<file path="config.mk">
export PLATFORM = sky130hd
export DESIGN_NAME = cgra_cfg_loader
export DESIGN_NICKNAME = d
export VERILOG_FILES = /design/src/rtl/cgra_cfg_loader.sv
export SDC_FILE = /design/constraint.sdc
export NUM_CORES = 1
export LEC_CHECK = 0
export BUFFER_PORTS_ARGS = -buffer_cell sky130_fd_sc_hd__buf_2
export CORE_MARGIN = 2
export CORE_UTILIZATION = 45
export DETAILED_ROUTE_END_ITERATION = 10
export PLACE_DENSITY = 0.76
export SLEW_MARGIN = 20
export SYNTH_ARGS = -nofsm -noshare
export SYNTH_HDL_FRONTEND = slang
export SYNTH_SLANG_ARGS = --single-unit
</file>
<file path="constraint.sdc">
create_clock -name clk -period 1.6 [get_ports clk]
set_input_delay 0.32 -clock clk [delete_from_list [all_inputs] [get_ports clk]]
set_output_delay 0.32 -clock clk [all_outputs]
set_load 0.005 [all_outputs]
</file>
<file path="src/rtl/cgra_cfg_loader.sv">
// Streams FH configuration frames into one CGRA tile's config port, pulsing the
// matching one-hot strobe bit with programmable setup/pulse/hold spacing.
module cgra_cfg_loader #(
  parameter int FW    = 32,
  parameter int FH    = 2,
  parameter int SETUP = 1,
  parameter int PULSE = 1,
  parameter int HOLD  = 1
) (
  input  logic          clk,
  input  logic          rst_n,
  input  logic          start,
  input  logic [FW-1:0] s_data,
  input  logic          s_valid,
  output logic          s_ready,
  output logic [FW-1:0] cfg_data,
  output logic [FH-1:0] cfg_strb,
  output logic          cfg_clr,
  output logic          busy,
  output logic          done
);

  localparam int TMAX0 = (SETUP > PULSE) ? SETUP : PULSE;
  localparam int TMAX  = (TMAX0 > HOLD) ? TMAX0 : HOLD;
  localparam int CW    = $clog2(TMAX + 1);
  localparam int IW    = (FH > 1) ? $clog2(FH) : 1;

  typedef enum logic [2:0] {
    S_IDLE,
    S_WAIT,
    S_SETUP,
    S_STROBE,
    S_HOLD,
    S_DONE
  } state_e;

  state_e        state_q, state_d;
  logic [IW-1:0] idx_q, idx_d;
  logic [CW-1:0] cnt_q, cnt_d;
  logic [FW-1:0] data_q, data_d;
  logic [FH-1:0] strb_q, strb_d;
  logic          clr_q, clr_d;
  logic          ready_q, ready_d;
  logic          busy_q, busy_d;
  logic          done_q, done_d;

  // Outputs are computed for the upcoming state so every port is a flop.
  always_comb begin
    state_d = state_q;
    idx_d   = idx_q;
    cnt_d   = cnt_q;
    data_d  = data_q;
    strb_d  = strb_q;
    clr_d   = clr_q;
    ready_d = ready_q;
    busy_d  = busy_q;
    done_d  = 1'b0;
    unique case (state_q)
      S_IDLE: begin
        if (start) begin
          state_d = S_WAIT;
          idx_d   = '0;
          cnt_d   = '0;
          busy_d  = 1'b1;
          clr_d   = 1'b1;
          ready_d = 1'b1;
        end
      end
      S_WAIT: begin
        if (s_valid) begin
          data_d  = s_data;
          state_d = S_SETUP;
          cnt_d   = '0;
          ready_d = 1'b0;
        end
      end
      S_SETUP: begin
        if (cnt_q == CW'(SETUP - 1)) begin
          state_d = S_STROBE;
          cnt_d   = '0;
          strb_d  = FH'(1) << idx_q;
        end else begin
          cnt_d = cnt_q + CW'(1);
        end
      end
      S_STROBE: begin
        if (cnt_q == CW'(PULSE - 1)) begin
          state_d = S_HOLD;
          cnt_d   = '0;
          strb_d  = '0;
        end else begin
          cnt_d = cnt_q + CW'(1);
        end
      end
      S_HOLD: begin
        if (cnt_q == CW'(HOLD - 1)) begin
          cnt_d = '0;
          if (idx_q == IW'(FH - 1)) begin
            state_d = S_DONE;
            done_d  = 1'b1;
            busy_d  = 1'b0;
            clr_d   = 1'b0;
          end else begin
            idx_d   = idx_q + IW'(1);
            state_d = S_WAIT;
            ready_d = 1'b1;
          end
        end else begin
          cnt_d = cnt_q + CW'(1);
        end
      end
      S_DONE: begin
        state_d = S_IDLE;
      end
      default: begin
        state_d = S_IDLE;
      end
    endcase
  end

  always_ff @(posedge clk or negedge rst_n) begin
    if (!rst_n) begin
      state_q <= S_IDLE;
      idx_q   <= '0;
      cnt_q   <= '0;
      data_q  <= '0;
      strb_q  <= '0;
      clr_q   <= 1'b0;
      ready_q <= 1'b0;
      busy_q  <= 1'b0;
      done_q  <= 1'b0;
    end else begin
      state_q <= state_d;
      idx_q   <= idx_d;
      cnt_q   <= cnt_d;
      data_q  <= data_d;
      strb_q  <= strb_d;
      clr_q   <= clr_d;
      ready_q <= ready_d;
      busy_q  <= busy_d;
      done_q  <= done_d;
    end
  end

  assign s_ready  = ready_q;
  assign cfg_data = data_q;
  assign cfg_strb = strb_q;
  assign cfg_clr  = clr_q;
  assign busy     = busy_q;
  assign done     = done_q;

endmodule
</file>
==> PnR_summary.wiki <==
{| class="wikitable"
! Metric !! Value
|-
| Status || complete, no violations
|-
| Max Cap Violations || 0
|-
| Routed length per instance || 14.2 um
|-
| Area added between synthesis and finish || 28.4%
|-
| Number of iterations in the first detailed-routing pass || 4
|-
| Total I/O pin count || 74
|-
| Clock Root Buffer || sky130_fd_sc_hd__clkbuf_8
|-
| CTS tree || built
|-
| Minimum clock period after layout || 1.45 ns
|-
| Post-Synthesis Mean Instance Area || approximately 16 um2
|-
| Final antenna-violating net count || 0
|-
| Worst min-delay path category || input pin to flop
|-
| Initial Util || 47.4%
|-
| Critical path fanouts, max || 11
|-
| Final antenna diode count || 0
|-
| Clock latency of the later-clocked register in the worst-skew pair || between 0.2 and 0.3 ns
|-
| Number of buffers inserted during clock tree synthesis || 5
|-
| Top cells by area, synth || sky130_fd_sc_hd__dfrtp_1, sky130_fd_sc_hd__mux2_4, sky130_fd_sc_hd__buf_12
|-
| Sequential element share of the synthesized area || 58.7%
|-
| Most frequent cells in the layout || sky130_fd_sc_hd__buf_2, sky130_fd_sc_hd__dfrtp_1, sky130_fd_sc_hd__mux2_4
|-
| Ratio of routed vias to standard cells || 4.71
|-
| Overall power consumption || 4.37 mW
|-
| Placeable core region || 3690 um2
|-
| Clock edge transition at the registers on the reported setup and hold paths || 0.07 ns
|-
| CTS HTree Levels || 2
|-
| Most common cell after layout, fill and taps aside || sky130_fd_sc_hd__buf_2
|-
| Die area || 4400 um2
|-
| Setup TNS || 0 ns
|-
| Final Max Tran Viols || 0
|-
| Number of warnings reported in the yosys synthesis log || 0
|-
| Area of the mapped netlist || 1750 um2
|-
| Final RePlAce weighted congestion || 0.701
|-
| Critical path endpoint category || flop
|-
| Post-synthesis instance total || 106
|-
| Number of failing hold endpoints at the final stage || 0
|-
| Multi-input gate area || 641 um2
|-
| Cell type with the highest aggregate area in the netlist || sky130_fd_sc_hd__dfrtp_1
|-
| Site row count || 22
|-
| Slew at the pin closest to its max-slew limit || 0.419 ns
|-
| Number of nets in the synthesized netlist || ~140
|-
| Netlist cell types || 21
|-
| Finish-stage setup viols || 0
|-
| Vias in the first global route || 1162
|-
| Power density over cell area || 1950 nW/um2
|-
| Die outline width || 66.3 um
|-
| Data arrival time at the worst-slack endpoint || 1.62 ns
|-
| Crit path launch type || flop
|-
| Leakage power summed over all cells || between 1 and 1.5 nW
|-
| Register cell area after layout || 1030 um2
|-
| Layout cells sized above 1 || around 63%
|-
| Clock Skews || 0.00728 ns
|-
| Via count of the routed design || 1098
|-
| Tightest slew margin relative to the limit || 72.0%
|-
| Global-route congestion overflow total || 0
|-
| Combined global-route utilization of all metal layers || 16.4%
|-
| Part of the cycle the worst path needs || 90.8%
|-
| CTS Hold Bufs || 1
|-
| Number of violations reported at the end of detailed-routing iteration 0 || 53
|-
| Initial antenna violation count || 0
|-
| Buffer depth of the longest clock path || 2
|-
| Clock sink total || 41
|-
| Number of buffer cells added on primary ports || 73
|-
| Largest net degree at the start of global routing || 25
|-
| Wire length of the first global-routing pass || roughly 5400 um
|-
| Post-detailed-routing wire length || 3310 um
|-
| Remaining design rule violation count || 0
|-
| HPWL reported at the end of detailed placement || 2550 um
|-
| Portion of synthesized cell area occupied by the leading cell type || approximately three fifths
|-
| Number of buffers inserted to repair setup after CTS || 0
|-
| Setup repair after global routing missed its margin || no
|-
| Req. time, crit path || ~1.8 ns
|-
| VDD IR-drop max || 972 uV
|-
| Count of fill cells added during filler insertion || a little under 300
|-
| Register bit total from synthesis || 41
|-
| FMAX || 688 MHz
|-
| Die height || roughly 66 um
|-
| Layout Nets || 221
|-
| # resized after CTS || 0
|-
| Kind of critical path || flop to flop
|}
==> path summary, 6_finish.rpt <==
check | start | to | slack (ns) | depth (start not counted)
worst max-delay path | state_q[1]$_DFFE_PN0P_ | cfg_data[29]$_DFFE_PN0P_ | 0.15 | 4
worst min-delay path | s_data[11] | cfg_data[11]$_DFFE_PN0P_ | 0.26 | 2
worst max register to register | state_q[1]$_DFFE_PN0P_ | cfg_data[29]$_DFFE_PN0P_ | 0.15 | 4
worst min register to register | cfg_strb[0]$_DFFE_PN0P_ | cfg_strb[0]$_DFFE_PN0P_ | 0.48 | 2
max in group asynchronous | rst_n | cfg_data[2]$_DFFE_PN0P_ | 0.63 | 3
min in group asynchronous | rst_n | cfg_data[12]$_DFFE_PN0P_ | 0.51 | 2
==> registers in the layout, indices dropped and copies added (netlist names) <==
| register | count |
|---|---|
| cfg_data | 32 |
| state_q | 3 |
| cfg_strb | 2 |
| busy | 1 |
| done | 1 |
| idx_q | 1 |
| s_ready | 1 |
==> final cells by class <==
type,count,share of cell area (%)
sequential,41,45.7
multi-input combinational,58,28.6
clock buffer,7,3.85
tap,48,2.68
inverter,2,0.335
timing repair buffer,77,18.9
==> cells by family after synthesis <==
logic type      after synthesis  synth area share [%]
flops                        41                  58.7
buf+inv                       7                  4.58
mux                          32                  26.9
compound gates               11                  3.65
simple gates                 15                  6.16
==> cells in the mapped netlist <==
cell type	count
sky130_fd_sc_hd__nor2_1	1
sky130_fd_sc_hd__mux2_4	29
sky130_fd_sc_hd__or2b_1	1
sky130_fd_sc_hd__o21bai_1	1
sky130_fd_sc_hd__o21ai_0	4
sky130_fd_sc_hd__buf_4	1
sky130_fd_sc_hd__nand2_1	5
sky130_fd_sc_hd__inv_1	2
sky130_fd_sc_hd__nor3b_1	1
sky130_fd_sc_hd__a22o_1	1
sky130_fd_sc_hd__buf_2	1
sky130_fd_sc_hd__nor3_1	1
sky130_fd_sc_hd__o31ai_1	1
sky130_fd_sc_hd__nor2b_1	3
sky130_fd_sc_hd__dfrtp_1	41
sky130_fd_sc_hd__nor2_8	1
sky130_fd_sc_hd__and3_1	1
sky130_fd_sc_hd__nand3b_4	1
sky130_fd_sc_hd__buf_12	3
sky130_fd_sc_hd__a21oi_1	4
sky130_fd_sc_hd__mux2_2	3
==> where the power goes <==
group / internal [mW] / switching, mW
Combinational: 1.17 / 0.653
Sequential: 1.55 / 0.340
Clock: 0.342 / 0.311
==> worst max-delay path: stages, from the launching register on <==
cell                       delay (ns)
sky130_fd_sc_hd__dfrtp_1         0.43
sky130_fd_sc_hd__nand3b_4        0.21
sky130_fd_sc_hd__nor2_8          0.11
sky130_fd_sc_hd__buf_4           0.23
sky130_fd_sc_hd__mux2_2          0.36
==> stage by stage <==
| step | setup slack (ns) | util [%] | cell area, um2 | std cells | hold slack, ns |
|---|---|---|---|---|---|
| finish | 0.147 | 60.8 | 2240 | 233 | 0.265 |
| CTS | 0.132 | 60.8 | 2240 | 233 | 0.254 |
| global route | 0.0815 | 60.8 | 2240 | 233 | 0.254 |
| global placement | 0.208 | 58.2 | 2150 | 225 | 0.267 |
| detailed placement | 0.132 | 58.2 | 2150 | 225 | 0.277 |
| floorplan | 0.268 | - | 1750 | 106 | 0.0244 |
==> metal layers <==
metal  wire length [um]  part of all wire (%)  GRT usage [%]  up-vias
met1               1360                    41           19.6      527
met2               1670                    50           28.4       47
li1                   -                     -              -      522
met3                271                   8.2           6.13        2
met4                 10                  0.30           3.06        0
met5                  0                     0              0        -
Note: power is estimated with default switching activity, not from simulation.
